$ cat config.mk
export PLATFORM = sky130hd
export DESIGN_NAME = mem_port_arbiter
export DESIGN_NICKNAME = d
export VERILOG_FILES = /design/src/rtl/mem_port_arbiter.sv
export SDC_FILE = /design/constraint.sdc
export NUM_CORES = 1
export LEC_CHECK = 0
export CORE_MARGIN = 8
export CORE_UTILIZATION = 41
export DETAILED_ROUTE_END_ITERATION = 16
export PLACE_DENSITY = 0.78
export SYNTH_ARGS = -nofsm -noshare
export SYNTH_HDL_FRONTEND = slang
export SYNTH_SLANG_ARGS = --single-unit
$ cat constraint.sdc
create_clock -name clk_i -period 3.2 [get_ports clk_i]
set_input_delay 0.32 -clock clk_i [delete_from_list [all_inputs] [get_ports clk_i]]
set_output_delay 0.32 -clock clk_i [all_outputs]
set_load 0.02 [all_outputs]
$ cat src/rtl/mem_port_arbiter.sv
// Shared-memory-port arbiter: round-robin between the fetch stage and the memory
// stage, one outstanding transaction, with responses routed back to the owning requester.
package params_pkg;
    parameter int ADDR_WIDTH = 32;
    parameter int DATA_WIDTH = 32;
    typedef enum logic [1:0] {BYTE = 2'd0, HALF = 2'd1, WORD = 2'd2} access_size_t;
endpackage

module mem_port_arbiter #(
    parameter int ADDR_WIDTH = params_pkg::ADDR_WIDTH,
    parameter int DATA_WIDTH = params_pkg::DATA_WIDTH
) (
    input  logic                     clk_i,
    input  logic                     rst_i,
    input  logic                     if_req_valid_i,
    input  logic [ADDR_WIDTH-1:0]    if_req_addr_i,
    output logic                     if_req_ready_o,
    output logic                     if_resp_valid_o,
    output logic [DATA_WIDTH-1:0]    if_resp_data_o,
    input  logic                     dm_rd_req_valid_i,
    input  logic                     dm_wr_req_valid_i,
    input  logic [ADDR_WIDTH-1:0]    dm_req_addr_i,
    input  logic [DATA_WIDTH-1:0]    dm_wr_data_i,
    input  logic [3:0]               dm_wr_strb_i,
    input  params_pkg::access_size_t dm_access_size_i,
    output logic                     dm_req_ready_o,
    output logic                     dm_resp_valid_o,
    output logic [DATA_WIDTH-1:0]    dm_resp_data_o,
    output logic                     mem_req_valid_o,
    input  logic                     mem_req_ready_i,
    output logic                     mem_req_we_o,
    output logic [ADDR_WIDTH-1:0]    mem_req_addr_o,
    output logic [DATA_WIDTH-1:0]    mem_wr_data_o,
    output logic [3:0]               mem_wr_strb_o,
    output params_pkg::access_size_t mem_access_size_o,
    input  logic                     mem_resp_valid_i,
    input  logic [DATA_WIDTH-1:0]    mem_resp_data_i
);
    typedef enum logic [1:0] {IDLE, ISSUE, WAIT_RESP} state_t;
    typedef enum logic {REQ_FETCH, REQ_DATA} requester_t;

    state_t                   state_q, state_d;
    requester_t               last_grant_q, last_grant_d;
    requester_t               owner_q, owner_d;
    logic [ADDR_WIDTH-1:0]    addr_q, addr_d;
    logic                     we_q, we_d;
    logic [DATA_WIDTH-1:0]    wdata_q, wdata_d;
    logic [3:0]               strb_q, strb_d;
    params_pkg::access_size_t size_q, size_d;
    logic                     if_resp_valid_q, if_resp_valid_d;
    logic [DATA_WIDTH-1:0]    if_resp_data_q, if_resp_data_d;
    logic                     dm_resp_valid_q, dm_resp_valid_d;
    logic [DATA_WIDTH-1:0]    dm_resp_data_q, dm_resp_data_d;
    logic                     grant_if, grant_dm;
    logic                     dm_pending;

    always_comb begin
        state_d         = state_q;
        last_grant_d    = last_grant_q;
        owner_d         = owner_q;
        addr_d          = addr_q;
        we_d            = we_q;
        wdata_d         = wdata_q;
        strb_d          = strb_q;
        size_d          = size_q;
        if_resp_valid_d = 1'b0;
        if_resp_data_d  = if_resp_data_q;
        dm_resp_valid_d = 1'b0;
        dm_resp_data_d  = dm_resp_data_q;
        grant_if        = 1'b0;
        grant_dm        = 1'b0;
        dm_pending      = dm_rd_req_valid_i | dm_wr_req_valid_i;

        case (state_q)
            IDLE: begin
                // Ready is combinational, so it is held off while reset is asserted.
                if (!rst_i) begin
                    grant_dm = dm_pending && (!if_req_valid_i || last_grant_q == REQ_FETCH);
                    grant_if = if_req_valid_i && !grant_dm;
                end
                if (grant_dm) begin
                    owner_d      = REQ_DATA;
                    last_grant_d = REQ_DATA;
                    addr_d       = dm_req_addr_i;
                    we_d         = dm_wr_req_valid_i;
                    wdata_d      = dm_wr_data_i;
                    strb_d       = dm_wr_strb_i;
                    size_d       = dm_access_size_i;
                    state_d      = ISSUE;
                end else if (grant_if) begin
                    owner_d      = REQ_FETCH;
                    last_grant_d = REQ_FETCH;
                    addr_d       = if_req_addr_i;
                    we_d         = 1'b0;
                    wdata_d      = '0;
                    strb_d       = 4'b0000;
                    size_d       = params_pkg::WORD;
                    state_d      = ISSUE;
                end
            end
            ISSUE: begin
                if (mem_req_ready_i) begin
                    if (we_q) begin
                        dm_resp_valid_d = 1'b1;
                        dm_resp_data_d  = '0;
                        state_d         = IDLE;
                    end else begin
                        state_d = WAIT_RESP;
                    end
                end
            end
            WAIT_RESP: begin
                if (mem_resp_valid_i) begin
                    if (owner_q == REQ_FETCH) begin
                        if_resp_valid_d = 1'b1;
                        if_resp_data_d  = mem_resp_data_i;
                    end else begin
                        dm_resp_valid_d = 1'b1;
                        dm_resp_data_d  = mem_resp_data_i;
                    end
                    state_d = IDLE;
                end
            end
            default: state_d = IDLE;
        endcase
    end

    always_ff @(posedge clk_i or posedge rst_i) begin
        if (rst_i) begin
            state_q         <= IDLE;
            last_grant_q    <= REQ_FETCH;
            owner_q         <= REQ_FETCH;
            addr_q          <= '0;
            we_q            <= 1'b0;
            wdata_q         <= '0;
            strb_q          <= 4'b0000;
            size_q          <= params_pkg::BYTE;
            if_resp_valid_q <= 1'b0;
            if_resp_data_q  <= '0;
            dm_resp_valid_q <= 1'b0;
            dm_resp_data_q  <= '0;
        end else begin
            state_q         <= state_d;
            last_grant_q    <= last_grant_d;
            owner_q         <= owner_d;
            addr_q          <= addr_d;
            we_q            <= we_d;
            wdata_q         <= wdata_d;
            strb_q          <= strb_d;
            size_q          <= size_d;
            if_resp_valid_q <= if_resp_valid_d;
            if_resp_data_q  <= if_resp_data_d;
            dm_resp_valid_q <= dm_resp_valid_d;
            dm_resp_data_q  <= dm_resp_data_d;
        end
    end

    assign if_req_ready_o    = grant_if;
    assign dm_req_ready_o    = grant_dm;
    assign mem_req_valid_o   = (state_q == ISSUE);
    assign mem_req_we_o      = we_q;
    assign mem_req_addr_o    = addr_q;
    assign mem_wr_data_o     = wdata_q;
    assign mem_wr_strb_o     = strb_q;
    assign mem_access_size_o = size_q;
    assign if_resp_valid_o   = if_resp_valid_q;
    assign if_resp_data_o    = if_resp_data_q;
    assign dm_resp_valid_o   = dm_resp_valid_q;
    assign dm_resp_data_o    = dm_resp_data_q;
endmodule

Word level (Yosys, flattened, before mapping)
Cells that the tools add are included.

word-level totals
  input port bits = 141
  register bits after elaboration = 140

operators by class
  equality and inequality tests = 7
  reductions and logical operators = 12
  bitwise operators = 2
  mux-type cells = 36

operator list
  operator                                       number
  two-way mux 32 bit                             8
  one-hot mux 32 bit (2 select lines)            1
  two-way mux 1 bit                              16
  two-way mux 2 bit                              7
  two-way mux 4 bit                              2
  one-hot mux 2 bit (3 select lines)             1
  AND reduction 3 bit                            2
  AND reduction 5 bit                            1
  != test 2 x 1 -> 1 bit, second input constant  2
  != test 2 bit, second input constant           2
  nonzero test 2 bit                             2
  != test 3 bit, second input constant           1
  == test 2 x 1 -> 1 bit, second input constant  1
  == test 2 bit, second input constant           1
  logical AND 1 bit                              2
  logical NOT 1 bit                              2
  logical NOT 2 bit                              1
  one-hot mux 1 bit (2 select lines)             1
  AND reduction 2 bit                            1
  logical OR 1 bit                               1
  inverter 1 bit                                 1
  bitwise OR 1 bit                               1

Logic depth before layout (Yosys ltp)
  depth after elaboration = 10
  mapped depth = 8

Worst setup path after synthesis
Ideal clock, no wire load.

  path type = input-to-output
  start point = input port rst_i
  end point = output port dm_req_ready_o
  path buffers = 1
  arrival = 2.663 ns
  data required time = 2.880 ns
  stages on the path = 4
  path slack = 0.217 ns
  path through = inv_2 nand2_1 nor2_1 buf_2

between the ends
  cells in the longest elaborated chain, start to end = 3

RTL lines
  what                             line  source
  from (decl)                      14    input logic rst_i,
  two-way mux 1 bit                77    if (!rst_i) begin
  two-way mux 1 bit (2 in series)  74    case (state_q)
  to (decl)                        26    output logic dm_req_ready_o,

Every way passes these cells. The select of a mux whose other input is x is not followed.

Worst setup path in the final report
  start point = register state_q[1]
  end point = output port if_req_ready_o

between the ends
  cells in the longest elaborated chain, start to end = 2

RTL lines
  what                    line  source
  from (decl)             42    state_t state_q, state_d;
  from (signal assigned)  143   state_q <= state_d;
  logical NOT 2 bit       74
  two-way mux 1 bit       74
  to (decl)               17    output logic if_req_ready_o,

Every way passes these cells.

==> qor.csv <==
stage,metric,value,unit
routing,wl,18300,microns
final_layout,stdcell_count,1003,
yosys,synth_top_cells_by_area,"dfrtp_1 (60%), mux2i_1 (11%), nand2_1 (10%)",
routing,drc_errors,0,
sta,hold_viol,0,
power_and_ir_drop,powerDensity,1040,nW/um^2
global_route,antenna_found_initial,1,
yosys,yosysWarnings,0,
routing,drtIter0Drc,253,
final_layout,layout_common_cells,"clkdlybuf4s50_1 (280), nand2_1 (162), dfrtp_1 (140)",
yosys,synthArstFlopShare,1.00,
final_layout,ff_latch_area,3500,sq um
place,dp_hpwl,13900,microns
floorplan,core_area,13900,sq um
clock_tree,cts_buffer_depth,2,
global_route,grt_max_degree,141,
sta,clock.fmax,386,MHz
power_and_ir_drop,p_int,5.98,mW
yosys,ys_ff_latch,140,
routing,wl_per_cell,18.2,microns
power_and_ir_drop,netSwitchingFraction,0.383,
sta,post-route-min-period,2.59,ns
critical_path,crit_required,2.88,ns
clock_tree,cts_setup_buffers,0,
floorplan,start_util,0.418,
global_route,grt_pass1_vias,5390,
final_layout,syn2layout_area_growth,60.4,%
critical_path,start_kind,flip-flop,
floorplan,core.rowCount,43,
clock_tree,cts_sinks,140,
floorplan,die_w,135,microns
power_and_ir_drop,ir_drop,0.631,mV
floorplan,io-pin-count,281,
worst_hold_path,hold_path_class,input pin to flip-flop,
power_and_ir_drop,leakage,4.17,nW
final_layout,drive_above_1_share,0.0584,
yosys,synth_edf_count,0,
routing,drt.antenna.violating_nets,0,
clock_tree,clock_latency,0.41,ns
clock_tree,ctsHoldBuffers,0,
critical_path,critPathMaxStageDelay,0.62,ns
sta,tightest_slew,0.726,ns
yosys,synth-seq-area-share,0.604,
clock_tree,cts_resized,0,
status,status,"complete, no violations",
sta,final_max_slew_viol_count,0,
final_layout,finish.net_count,954,
yosys,syn_nets,678,
critical_path,end_kind,output port,
clock_tree,clk_transition_reported_paths,0.06,ns
sta,skew,0.00791,ns
critical_path,worstPathCellList,inv_1 > ha_1 > nor2b_1 > nand2_1 > nor2_1 > clkdlybuf4s50_1,
critical_path,worst-endpoint-arrival,2.27,ns
critical_path,worstPathMaxFanout,3,
sta,finalSetupViolations,0,
global_route,grt_pass1_wl,28500,microns
power_and_ir_drop,p_switching,3.72,mW
clock_tree,cts_inserted_buffers,17,
place,finalWeightedCongestion,0.802,
run,drv_cap,0,
power_and_ir_drop,seqPwrFrac,0.321,
power_and_ir_drop,clockPowerShare,0.190,
clock_tree,h-tree-depth,4,
place,io_buffers,280,
yosys,yosys_most_used_dff,dfrtp_1,
sta,slew_headroom,0.516,
global_route,overflow,0,
final_layout,multi_input_area,1980,sq um
place,dpl.cell_count,970,
floorplan,die_y,135,microns
floorplan,die_area,18200,sq um
global_route,track_usage,0.201,
yosys,synth_area,5800,sq um
power_and_ir_drop,p_comb_frac,0.490,
yosys,syn-instance-count,533,
clock_tree,root_buffer,clkbuf_16,
sta,tns,0,ns
routing,drtPass1Iterations,4,
sta,period_share,0.809,
yosys,synth_top_area_frac,0.604,
clock_tree,cts_tree,yes,
critical_path,cp_slowest_cell,clkdlybuf4s50_1,
critical_path,path_class,flip-flop to output port,
routing,dr_total_vias,4863,
sta,rsz0062_at_grt,false,
yosys,synth_top_cell_by_area,dfrtp_1,
final_layout,final_common_cell,clkdlybuf4s50_1,
yosys,avgSynthCellArea,10.9,sq um
yosys,synthDistinctLibCells,29,
routing,via_per_inst,4.85,
final_layout,fillers,1042,
[power by group through the flow]
stage | Sequential [mW] | Clock, mW | Combinational [mW]
after global routing | 3.20 | 1.96 | 5.06
after detailed placement | 3.12 | 0 | 4.80
after floorplan | 4.04 | 0 | 1.55
final | 3.11 | 1.84 | 4.75
after CTS | 3.11 | 1.89 | 4.82
after global placement | 3.08 | 0 | 4.71
[cells by family after synthesis]
kind of cell,after synthesis,share of synthesized area
compound gates,77,0.0959
buf+inv,69,0.0569
mux,66,0.114
fa+ha+maj,4,0.00862
simple gates,177,0.121
flops,140,0.604
[critical path: cells and delay by family, from the launching register on]
kind	cells	cell delay, ns
flops	1	0.40
fa+ha+maj	1	0.21
simple gates	3	0.53
buf+inv	2	0.73
[Yosys cell counts, drive strengths merged, types with 2 or more instances]
library cell  instances
nand3                 2
clkbuf               12
nor2                  7
nand2               162
nor3                  2
inv                  37
nand2b                2
mux2                  2
buf                  19
mux2i                64
dfrtp               140
a22o                 38
o21ai                34
ha                    4
[metal layers]
metal,track usage,wire length (microns)
met5,0,0
met4,0.103,582
met3,0.0821,1690
met2,0.338,9080
met1,0.213,6940
[final timing paths]
check                                          from              endpoint  slack, ns  cells past startpoint
worst max-delay path                     state_q[1]        if_req_ready_o       0.61                      6
worst min-delay path            mem_resp_data_i[16]    if_resp_data_o[16]       0.47                      3
worst max register to register           state_q[0]     if_resp_data_o[8]       0.98                      7
worst min register to register   if_resp_data_o[24]    if_resp_data_o[24]       0.48                      2
max in group asynchronous                     rst_i     mem_wr_data_o[24]       2.03                      3
min in group asynchronous                     rst_i  mem_access_size_o[1]       0.65                      3
[per-stage QoR]
step / util / cell area [sq um] / power, mW / hold WS, ns / setup slack, ns
finish: 0.671 / 9310 / 9.69 / 0.467 / 0.611
global route: 0.671 / 9310 / 10.2 / 0.480 / 0.455
CTS: 0.671 / 9310 / 9.81 / 0.446 / 0.585
detailed placement: 0.630 / 8740 / 7.92 / 0.462 / 0.849
global placement: 0.630 / 8740 / 7.79 / 0.458 / 0.840
floorplan: - / 5800 / 5.59 / 0.425 / 0.217
[area by class of cell]
type / count / share of cell area
diodes: 1 / 0.000269
clock buffers: 20 / 0.0501
clock inverters: 12 / 0.0103
inverters: 38 / 0.0160
multi-input cells: 324 / 0.213
flip-flops and latches: 140 / 0.376
well taps: 180 / 0.0242
repair buffers: 288 / 0.310
[flip-flops by register name, summed over array words and instances, names as in the netlist]
register,count
dm_resp_data_o,32
if_resp_data_o,32
mem_req_addr_o,32
mem_wr_data_o,32
mem_wr_strb_o,4
mem_access_size_o,2
state_q,2
dm_resp_valid_o,1
if_resp_valid_o,1
mem_req_we_o,1
owner_q,1
(Power assumes the default switching activity.)
